`config.mk`:
```
export PLATFORM = sky130hd
export DESIGN_NAME = lifo_ctl
export DESIGN_NICKNAME = d
export VERILOG_FILES = /design/src/rtl/lifo_ctl.sv
export SDC_FILE = /design/constraint.sdc
export NUM_CORES = 1
export LEC_CHECK = 0
export CORE_ASPECT_RATIO = 1.2
export CORE_UTILIZATION = 55
export CTS_CLUSTER_SIZE = 20
export DETAILED_ROUTE_END_ITERATION = 12
export PLACE_DENSITY = 0.82
export SYNTH_ARGS = -nofsm -noshare
export SYNTH_HDL_FRONTEND = slang
export SYNTH_SLANG_ARGS = --single-unit
```
`constraint.sdc`:
```
create_clock -name i_clk -period 3.7 [get_ports i_clk]
set_input_delay 0.74 -clock i_clk [delete_from_list [all_inputs] [get_ports i_clk]]
set_output_delay 0.74 -clock i_clk [all_outputs]
set_load 0.05 [all_outputs]
```
`src/rtl/lifo_ctl.sv`:
```
// lifo_ctl: parametrised LIFO stack with top/next-on-stack read ports,
// occupancy count, full/empty flags and sticky overflow/underflow flags.
// Optional build macro LIFO_HIWATER_EN adds a high-water-mark register on
// o_hiwater; without it o_hiwater is tied to 0.
module lifo_ctl #(
    parameter int WIDTH = 16,
    parameter int DEPTH = 8,
    localparam int CW = $clog2(DEPTH + 1)
) (
    input  logic             i_clk,
    input  logic             i_rst,
    input  logic [WIDTH-1:0] i_data,
    input  logic             i_push,
    input  logic             i_pop,
    output logic [WIDTH-1:0] o_s0,
    output logic [WIDTH-1:0] o_s1,
    output logic [CW-1:0]    o_count,
    output logic             o_empty,
    output logic             o_full,
    output logic             o_overflow,
    output logic             o_underflow,
    output logic [CW-1:0]    o_hiwater
);

    // Index width for the storage array; DEPTH >= 2 keeps this >= 1.
    localparam int IW = $clog2(DEPTH);

    typedef enum logic [1:0] {
        OP_IDLE    = 2'b00,
        OP_POP     = 2'b01,
        OP_PUSH    = 2'b10,
        OP_REPLACE = 2'b11
    } op_e;

    logic [WIDTH-1:0] mem [DEPTH];
    logic [CW-1:0]    sp;
    logic [CW-1:0]    sp_next;
    logic [CW-1:0]    sp_dec;
    logic [IW-1:0]    top_idx;
    logic [IW-1:0]    nos_idx;
    logic [IW-1:0]    push_idx;
    logic [IW-1:0]    wr_idx;
    logic             wr_en;
    logic             ovf_set;
    logic             unf_set;
    logic             empty;
    logic             full;
    logic             overflow;
    logic             underflow;
    op_e              op;

    assign op       = op_e'({i_push, i_pop});
    assign empty    = (sp == '0);
    assign full     = (sp == CW'(DEPTH));
    assign sp_dec   = sp - CW'(1);
    assign top_idx  = sp_dec[IW-1:0];
    assign nos_idx  = top_idx - IW'(1);
    assign push_idx = sp[IW-1:0];

    // Decode the requested operation against the bounds before any update.
    always_comb begin
        // NOTE: every signal gets a default first so no path leaves it unassigned (no latch).
        sp_next = sp;
        wr_en   = 1'b0;
        wr_idx  = push_idx;
        ovf_set = 1'b0;
        unf_set = 1'b0;
        if (!i_rst) begin
            unique case (op)
                OP_IDLE: ;
                OP_PUSH: begin
                    if (full) begin
                        ovf_set = 1'b1;
                    end else begin
                        wr_en   = 1'b1;
                        wr_idx  = push_idx;
                        sp_next = sp + CW'(1);
                    end
                end
                OP_POP: begin
                    if (empty) begin
                        unf_set = 1'b1;
                    end else begin
                        sp_next = sp_dec;
                    end
                end
                OP_REPLACE: begin
                    // Overwrites the top in place, so it is legal even when full.
                    if (empty) begin
                        unf_set = 1'b1;
                    end else begin
                        wr_en  = 1'b1;
                        wr_idx = top_idx;
                    end
                end
            endcase
        end
    end

    // Storage write port; slot contents survive reset because reads are masked by sp.
    always_ff @(posedge i_clk) begin
        // NOTE: the array has no reset on purpose; unoccupied slots are never visible.
        if (wr_en) begin
            mem[wr_idx] <= i_data;
        end
    end

    // Stack pointer and sticky error flags, synchronous reset has priority.
    always_ff @(posedge i_clk) begin
        // NOTE: sequential state uses non-blocking assignments so all registers update together.
        if (i_rst) begin
            sp        <= '0;
            overflow  <= 1'b0;
            underflow <= 1'b0;
        end else begin
            sp <= sp_next;
            if (ovf_set) begin
                overflow <= 1'b1;
            end
            if (unf_set) begin
                underflow <= 1'b1;
            end
        end
    end

`ifdef LIFO_HIWATER_EN
    logic [CW-1:0] hiwater;

    // High-water mark tracks the largest occupancy seen since reset.
    always_ff @(posedge i_clk) begin
        if (i_rst) begin
            hiwater <= '0;
        end else if (sp_next > hiwater) begin
            hiwater <= sp_next;
        end
    end

    assign o_hiwater = hiwater;
`else
    assign o_hiwater = '0;
`endif

    assign o_s0        = empty ? '0 : mem[top_idx];
    assign o_s1        = (sp < CW'(2)) ? '0 : mem[nos_idx];
    assign o_count     = sp;
    assign o_empty     = empty;
    assign o_full      = full;
    assign o_overflow  = overflow;
    assign o_underflow = underflow;

endmodule

```
After elaboration in Yosys (flattened, before gate mapping)
Memory sizes are Yosys's and may differ from the RTL's.
Cells that the tools add are included.
{"block": "word_totals", "reg_bits": 6, "latchBits": 0, "ramBits": 128, "romBits": 0, "in_bits": 20, "out_inout_bits": 44, "wordCells": 38, "n_memories": 1}
{"block": "classes", "n_addsub": 3, "n_mul": 0, "div": 0, "order_cmp": 1, "eq_ne": 6, "shifts": 0, "mux": 20, "bitwise_logic": 0, "reduce_logical": 4}
{"memory": "mem", "depth": 8, "word_bits": 16, "read_ports": 2, "rd_clocked_by_memory_dff": 0, "wr": 1, "line_no": "35", "text": "logic [WIDTH-1:0] mem [DEPTH];"}
{"op": "two-way mux 16 bit", "count": 2}
{"op": "two-way mux 1 bit", "count": 11}
{"op": "two-way mux 3 bit", "count": 3}
{"op": "two-way mux 4 bit", "count": 2}
{"op": "case mux 4 bit (2 select lines)", "count": 1}
{"op": "adder 4 x 1 -> 4 bit, second input constant", "count": 1}
{"op": "equality test 2 bit, second input constant", "count": 2}
{"op": "equality test 4 bit, second input constant", "count": 1}
{"op": "zero test 4 bit", "count": 1}
{"op": "less-than comparator 4 x 2 -> 1 bit, second input constant", "count": 1}
{"op": "!= test 2 bit, second input constant", "count": 2}
{"op": "subtractor 4 x 1 -> 4 bit, second input constant", "count": 1}
{"op": "AND reduction 3 bit", "count": 1}
{"op": "subtractor 3 x 1 -> 3 bit, second input constant", "count": 1}
{"op": "equality test 2 x 1 -> 1 bit, second input constant", "count": 1}
{"op": "case mux 1 bit (2 select lines)", "count": 1}
{"op": "nonzero test 2 bit", "count": 1}
{"op": "OR reduction 2 bit", "count": 1}

Depth between registers and ports, before layout
Gate-level depths: netlist of the first run.
{"block": "logic_depth", "depth_word": 6, "ltp_mapped": 10, "depth_no_buf": 6}

Worst setup path before layout of the first run
OpenSTA, ideal clock, no wires.
{"block": "synth_timing", "path_kind": "flip-flop to output port", "start": "register sp[0] (netlist: o_count[0])", "end": "output port o_s0[10]", "t_arrival_ns": 3.407, "required_time_ns": 2.960, "path_slack_ns": -0.447, "stages_incl_launch_ff": 9, "path_buffers": 3, "cell_sequence": "dfxtp_1 buf_2 inv_2 buf_1 ha_1 xnor2_4 buf_6 mux4_1 nor2_1"}
{"block": "synth_between", "elab_chain_len": 3, "elab_cells_between_ends": 4, "cone_classes": "1 x add/sub; 1 x mux; 1 x reduce/logical; 1 x memory"}
{"element": "from (decl)", "line_no": "36", "text": "logic [CW-1:0] sp;"}
{"element": "from (signal assigned)", "line_no": "116", "text": "sp <= sp_next;"}
{"element": "subtractor 4 x 1 -> 4 bit", "line_no": "55", "text": "assign sp_dec = sp - CW'(1);"}
{"element": "memory read (8 x 16 bit)"}
{"element": "two-way mux 16 bit *", "line_no": "143", "text": "assign o_s0 = empty ? '0 : mem[top_idx];"}
{"element": "to (decl)", "line_no": "15", "text": "output logic [WIDTH-1:0] o_s0,"}
Every way passes the cells marked *; elsewhere a longest branch is shown, timed or not.

Worst setup path after layout of the first run
{"block": "layout_timing", "start": "register sp[0] (netlist: o_count[0])", "end": "output port o_s0[5]"}
Same word-level chain as after synthesis.

==> metrics.csv, run 1 <==
metric;value;unit
outcome;finished clean;
crit_chain;inv_2, ha_1, xnor2_4, buf_4, mux4_1, nor2_2, buf_12;
antenna_found_initial;0;
fillers;690;
drtAntennaViolNets;0;
netlist_area;0.00649;mm2
first_pass_iters;4;
rsz0062_at_grt;no;
post-route-period-util;94.5;%
htree_num_levels;4;
fin_nets;486;
worstSkewPairLatency;0.42;ns
reg2regPathDepth;7;
min_path_cells;2;
gp_congestion;0.841;
min_from;o_underflow;
critPathMaxFanout;11;
syn-instance-count;379;
die_area;0.0122;mm2
overflow;0;
slowest_delay;0.59;ns
grt_max_degree;43;
fin_cells;631;
postPlaceCellArea;0.00777;mm2
core;0.0115;mm2
finalHoldViolCount;0;
yosysWarnings;0;
synth-seq-area-share;61.1;%
p_leak;2.98;nW
rows;43;
timing.fmax;286;MHz
layout_commonest_cell;edfxtp_1;
initial_core_util;56.3;%
fin_util;73.0;%
die_w;101;um
fin_skew;0.0151;ns
slew_violations;0;
max_slew.worst_pin.slew;0.871;ns
cts.path.max_buffers;2;
finalSetupViolCount;0;
start_kind;flip-flop;
rrSetupSlack;0.77;ns
maxCapViolations;0;
hp-class;flip-flop to flip-flop;
reg2reg_to;mem[6][4];
final_cell_area;0.00841;mm2
avgViaCountPerCell;5.93;
place_ws;0.354;ns
arrival;2.76;ns
drt_iter0_markers;248;
cts-root-buf;clkbuf_16;
clkTransAtPathRegs;0.06;ns
antenna_cells;0;
peakVddDrop;0.415;mV
grt_pass1_vias;3810;
powerDensity;653;mW/mm2
cts.sinks;134;
yosysUniqueCellTypes;39;
ios;64;
fp.dieH;121;um
cts_tree;yes;
r2r-start;o_count[0];
wl_per_cell;21.6;um
tns;0;ns
critPathSlowestCell;mux4_1;
cts_buffers;17;
ys_seq_elements;134;
dp_hpwl;8550;um
drcViolationCount;0;
area_delta_synth_final;29.6;%
fin_crit;3.50;ns
vias;3740;
port_buffers;59;
max_slew_margin;41.7;%
grt_pass1_wl;20900;um
drive_above_1_share;28.9;%
track_usage;24.3;%
worstSetupPathType;flip-flop to output port;
crit_path_end_kind;output port;
worst_slack;0.205;ns
drt-total-wl;13600;um
syn_area_per_cell;17.1;um2
place_inst;595;
required;2.96;ns
final_cell_mix;edfxtp_1, mux2i_1, buf_12;
holdPathEnd;o_underflow;
cells by family (layout without fill, tap and decap cells):
kind of cell / after synthesis / in the layout / share of synthesized area (%)
AOI/OAI and AO/OA: 9 / 9 / 1.00
adders and majority gates: 4 / 4 / 0.772
buffers and inverters: 30 / 122 / 2.68
DFF: 134 / 134 / 61.1
other: 1 / 4 / 0.0578
muxes: 134 / 134 / 28.7
xor gates and xnor gates: 4 / 4 / 1.12
and+or+nand+nor: 63 / 63 / 4.51
per-layer routing:
layer	GRT usage [%]	share of wire, %
met2	40.9	53
met4	11.1	2.4
met1	30.0	40
met3	5.47	5.0
met5	0	0
cell type report:
cell class	count	area [um2]	share of cell area, %
clock inverter	12	136	1.62
clock buffer	19	433	5.15
tap	157	196	2.34
sequential	134	3970	47.2
multi-input combinational	218	2490	29.6
timing repair buffer	88	1170	14.0
inverter	3	11.3	0.134
Yosys cell counts:
cell / instances / area [um2]
or4_1: 1 / 7.51
a21oi_1: 3 / 15.0
mux4_1: 28 / 736
and2b_2: 1 / 8.76
nand4b_1: 1 / 8.76
o22a_1: 1 / 8.76
buf_6: 3 / 33.8
buf_2: 10 / 50.1
a221oi_2: 1 / 15.0
nor3b_1: 1 / 7.51
clkbuf_1: 6 / 22.5
inv_1: 2 / 7.51
nor2_1: 45 / 169
mux2i_1: 97 / 971
buf_4: 7 / 52.6
xnor2_1: 2 / 17.5
a31oi_1: 1 / 6.26
mux2_2: 4 / 45.0
nand4_1: 1 / 6.26
nand3_1: 1 / 5.00
o21a_1: 1 / 7.51
mux4_2: 5 / 113
and3b_2: 1 / 10.0
nor4_1: 2 / 12.5
nor2b_1: 3 / 18.8
ha_1: 4 / 50.1
dfxtp_1: 6 / 120
a211oi_1: 1 / 7.51
inv_2: 1 / 3.75
conb_1: 1 / 3.75
xor2_4: 1 / 27.5
buf_1: 1 / 3.75
or3_1: 1 / 6.26
or4_2: 1 / 8.76
nand2b_1: 3 / 18.8
xnor2_4: 1 / 27.5
edfxtp_1: 128 / 3840
o21ai_0: 1 / 5.00
nor3_1: 1 / 5.00
worst max-delay path, delay by kind of cell (launching register included):
kind,cells,cell delay (ns)
adder cells (fa/ha/maj),1,0.38
buffers and inverters,3,0.67
multiplexers,1,0.59
flip-flops,1,0.32
XOR/XNOR,1,0.20
AND/OR/NAND/NOR,1,0.19
sequential cells by signal, summed over array words and instances (netlist names):
register and flops:
mem 128, o_count 4, o_overflow 1, o_underflow 1
where the power goes:
part	internal, W	total, W	leakage, nW	switching, W
Clock	0.00104	0.00162	0.266	0.000576
Sequential	0.00170	0.00172	1.20	0.0000207
Combinational	0.00100	0.00215	1.51	0.00114
worst max path at each step:
| stage | startpoint | end | depth (start not counted) |
|---|---|---|---|
| finish | o_count[0] | o_s0[5] | 7 |
| global route | o_count[0] | o_s0[6] | 7 |
| detailed placement | o_count[1] | o_s1[10] | 7 |
| global placement | o_count[1] | o_s1[1] | 7 |
| floorplan | o_count[0] | mem[0][0] | 9 |
| CTS | o_count[1] | o_s0[0] | 7 |
stage by stage:
| stage | total power [W] | hold slack (ns) |
|---|---|---|
| 5_1_grt | 0.00566 | 0.486 |
| 3_5_place_dp | 0.00384 | 0.465 |
| 3_3_place_gp | 0.00380 | 0.483 |
| 2_1_floorplan | 0.00309 | 0.723 |
| 6_report | 0.00548 | 0.480 |
| 4_1_cts | 0.00549 | 0.481 |
timing repair:
action | in CTS | in global routing
pin swaps | 2 | 1
hold buffers | 0 | 0
resized for setup | 0 | 3
setup endpoints to repair | 17 | 16
buffers inserted | 3 | 2
Note: power is estimated with default switching activity, not from simulation.
==> inputs of run 2 (changes only) <==
--- a/config.mk
+++ b/config.mk
@@ -5,11 +5,13 @@
 export SDC_FILE = /design/constraint.sdc
 export NUM_CORES = 1
 export LEC_CHECK = 0
+export CELL_PAD_IN_SITES_DETAIL_PLACEMENT = 0
+export CELL_PAD_IN_SITES_GLOBAL_PLACEMENT = 1
 export CORE_ASPECT_RATIO = 1.2
-export CORE_UTILIZATION = 55
+export CORE_UTILIZATION = 49
 export CTS_CLUSTER_SIZE = 20
 export DETAILED_ROUTE_END_ITERATION = 12
-export PLACE_DENSITY = 0.82
+export PLACE_DENSITY = 0.85
 export SYNTH_ARGS = -nofsm -noshare
 export SYNTH_HDL_FRONTEND = slang
 export SYNTH_SLANG_ARGS = --single-unit
==> run 2 against run 1 <==
- setup slack lost 0.11 ns
- maximum frequency shrank 2.9%
- routed wire length grew 1.3%
- critical endpoint is now o_s0[14]
- utilization shrank 6.9 points
- clock skew shrank 0.0064 ns
- die area grew 12%
- critical path type unchanged
- clock power grew 6%
==> metrics.csv, run 2 (synthesis gave the netlist of run 1 again) <==
metric;value;unit
antenna_cells;0;
max_slew.worst_pin.slew;0.994;ns
fin_skew;0.00862;ns
drt_iter0_markers;228;
drt-total-wl;13800;um
hold_ws;0.492;ns
grt_pass1_vias;3691;
slowest_delay;0.86;ns
ff_latch_area;0.00397;mm2
rsz0062_at_grt;no;
cts-root-buf;clkbuf_16;
antenna_found_initial;0;
drcViolationCount;0;
required;2.96;ns
maxCapViolations;0;
arrival;2.86;ns
min_path_cells;2;
finalHoldViolCount;0;
start_kind;flip-flop;
layout_commonest_cell;edfxtp_1;
rrSetupSlack;0.65;ns
crit_buf_inv;3;
grt_max_degree;28;
fp.dieH;128;um
crit_path_end_kind;output port;
drtAntennaViolNets;0;
reg2regPathDepth;7;
worstSetupPathType;flip-flop to output port;
tns;0;ns
hp-class;flip-flop to flip-flop;
clkTransAtPathRegs;0.06;ns
crit_family;simple AND/OR/NAND/NOR gates;
crit_chain;inv_1, ha_1, nor3b_2, buf_12, a221oi_2, o21a_1, buf_4;
fillers;848;
initial_core_util;50.7;%
max_slew_margin;33.5;%
die_w;107;um
cts.path.max_buffers;2;
drive_above_1_share;29.3;%
area_delta_synth_final;30.2;%
post-route-period-util;97.3;%
powerDensity;662;mW/mm2
reg2reg_to;mem[3][10];
overflow;0;
die_area;0.0137;mm2
largest_reg_flops;128;
rows;45;
critPathMaxFanout;15;
holdPathEnd;o_overflow;
cts_tree;yes;
dp_hpwl;8760;um
finalSetupViolCount;0;
port_buffers;59;
min_from;o_overflow;
peakVddDrop;0.411;mV
critPathSlowestCell;nor3b_2;
multi_input_area;0.00249;mm2
vias;3683;
htree_num_levels;4;
worstSkewPairLatency;0.40;ns
regMostFlops;mem;
wl_per_cell;21.8;um
final_cell_mix;edfxtp_1, mux2i_1, buf_12;
cts_buffers;17;
fin_crit;3.60;ns
slew_violations;0;
p_leak;3.00;nW
grt_pass1_wl;21500;um
first_pass_iters;4;
outcome;finished clean;
postCtsHoldBufs;0;
ios;64;
r2r-start;o_count[1];
core;0.0128;mm2
track_usage;22.0;%
timing.fmax;278;MHz
fin_nets;482;
gp_congestion;0.790;
avgViaCountPerCell;5.80;
cts.sinks;134;
## run 2: layout make-up
class                   count  share of cell area (%)
well taps                 164                    2.43
clock inverters            15                    2.19
flip-flops and latches    134                    47.0
inverters                   3                   0.133
clock buffers              17                    5.04
repair buffers             84                    13.8
multi-input cells         218                    29.4
## run 2: metal layers
layer | GRT usage (%) | vias up | routed length [um]
met1 | 28.1 | 1857 | 5360
met2 | 37.8 | 123 | 7460
li1 | - | 1687 | -
met3 | 3.61 | 16 | 830
met5 | 0 | - | 0
met4 | 7.98 | 0 | 170
## run 2: worst max-delay path by stage
stage,start,end,slack (ns),cells past startpoint
after floorplan,o_count[0],mem[0][0],0.02,9
after global placement,i_rst,mem[3][12],0.42,6
after detailed placement,i_rst,mem[3][12],0.31,6
after CTS,o_count[1],o_s0[6],0.003,7
after global routing,o_count[1],o_s0[14],0.02,7
final,o_count[1],o_s0[14],0.1,7
## run 2: report_power, final
group          total (W)  internal, W  switching [W]
sequential       0.00172      0.00170      0.0000199
combinational    0.00215      0.00101        0.00114
clock            0.00172      0.00112       0.000606
total            0.00559      0.00383        0.00176
## run 2: through the flow
stage          cells  power (W)  util (%)  setup slack (ns)  area (um2)
6_report         635    0.00559      66.1            0.0998        8450
5_1_grt          635    0.00579      66.1            0.0184        8450
4_1_cts          634    0.00564      66.0           0.00338        8440
3_5_place_dp     601    0.00390      61.1             0.313        7810
3_3_place_gp     601    0.00386      61.1             0.423        7810
2_1_floorplan    382    0.00309         -            0.0164        6610
## run 2: what timing repair did
item	4_1_cts	5_1_grt
gates cloned	0	0
buffers inserted	1	1
pin swaps	1	1
gates resized for setup	1	1
endpoints found under the hold margin	0	0
setup endpoints to repair	9	25
## run 2: worst register-to-register path, stage by stage, from the launching register on
cell and delay (ns):
dfxtp_2 0.40, inv_1 0.15, ha_1 0.32, nor3b_2 0.31, nor4_1 0.42, mux2i_1 0.18
nor2_1 0.63, buf_4 0.33
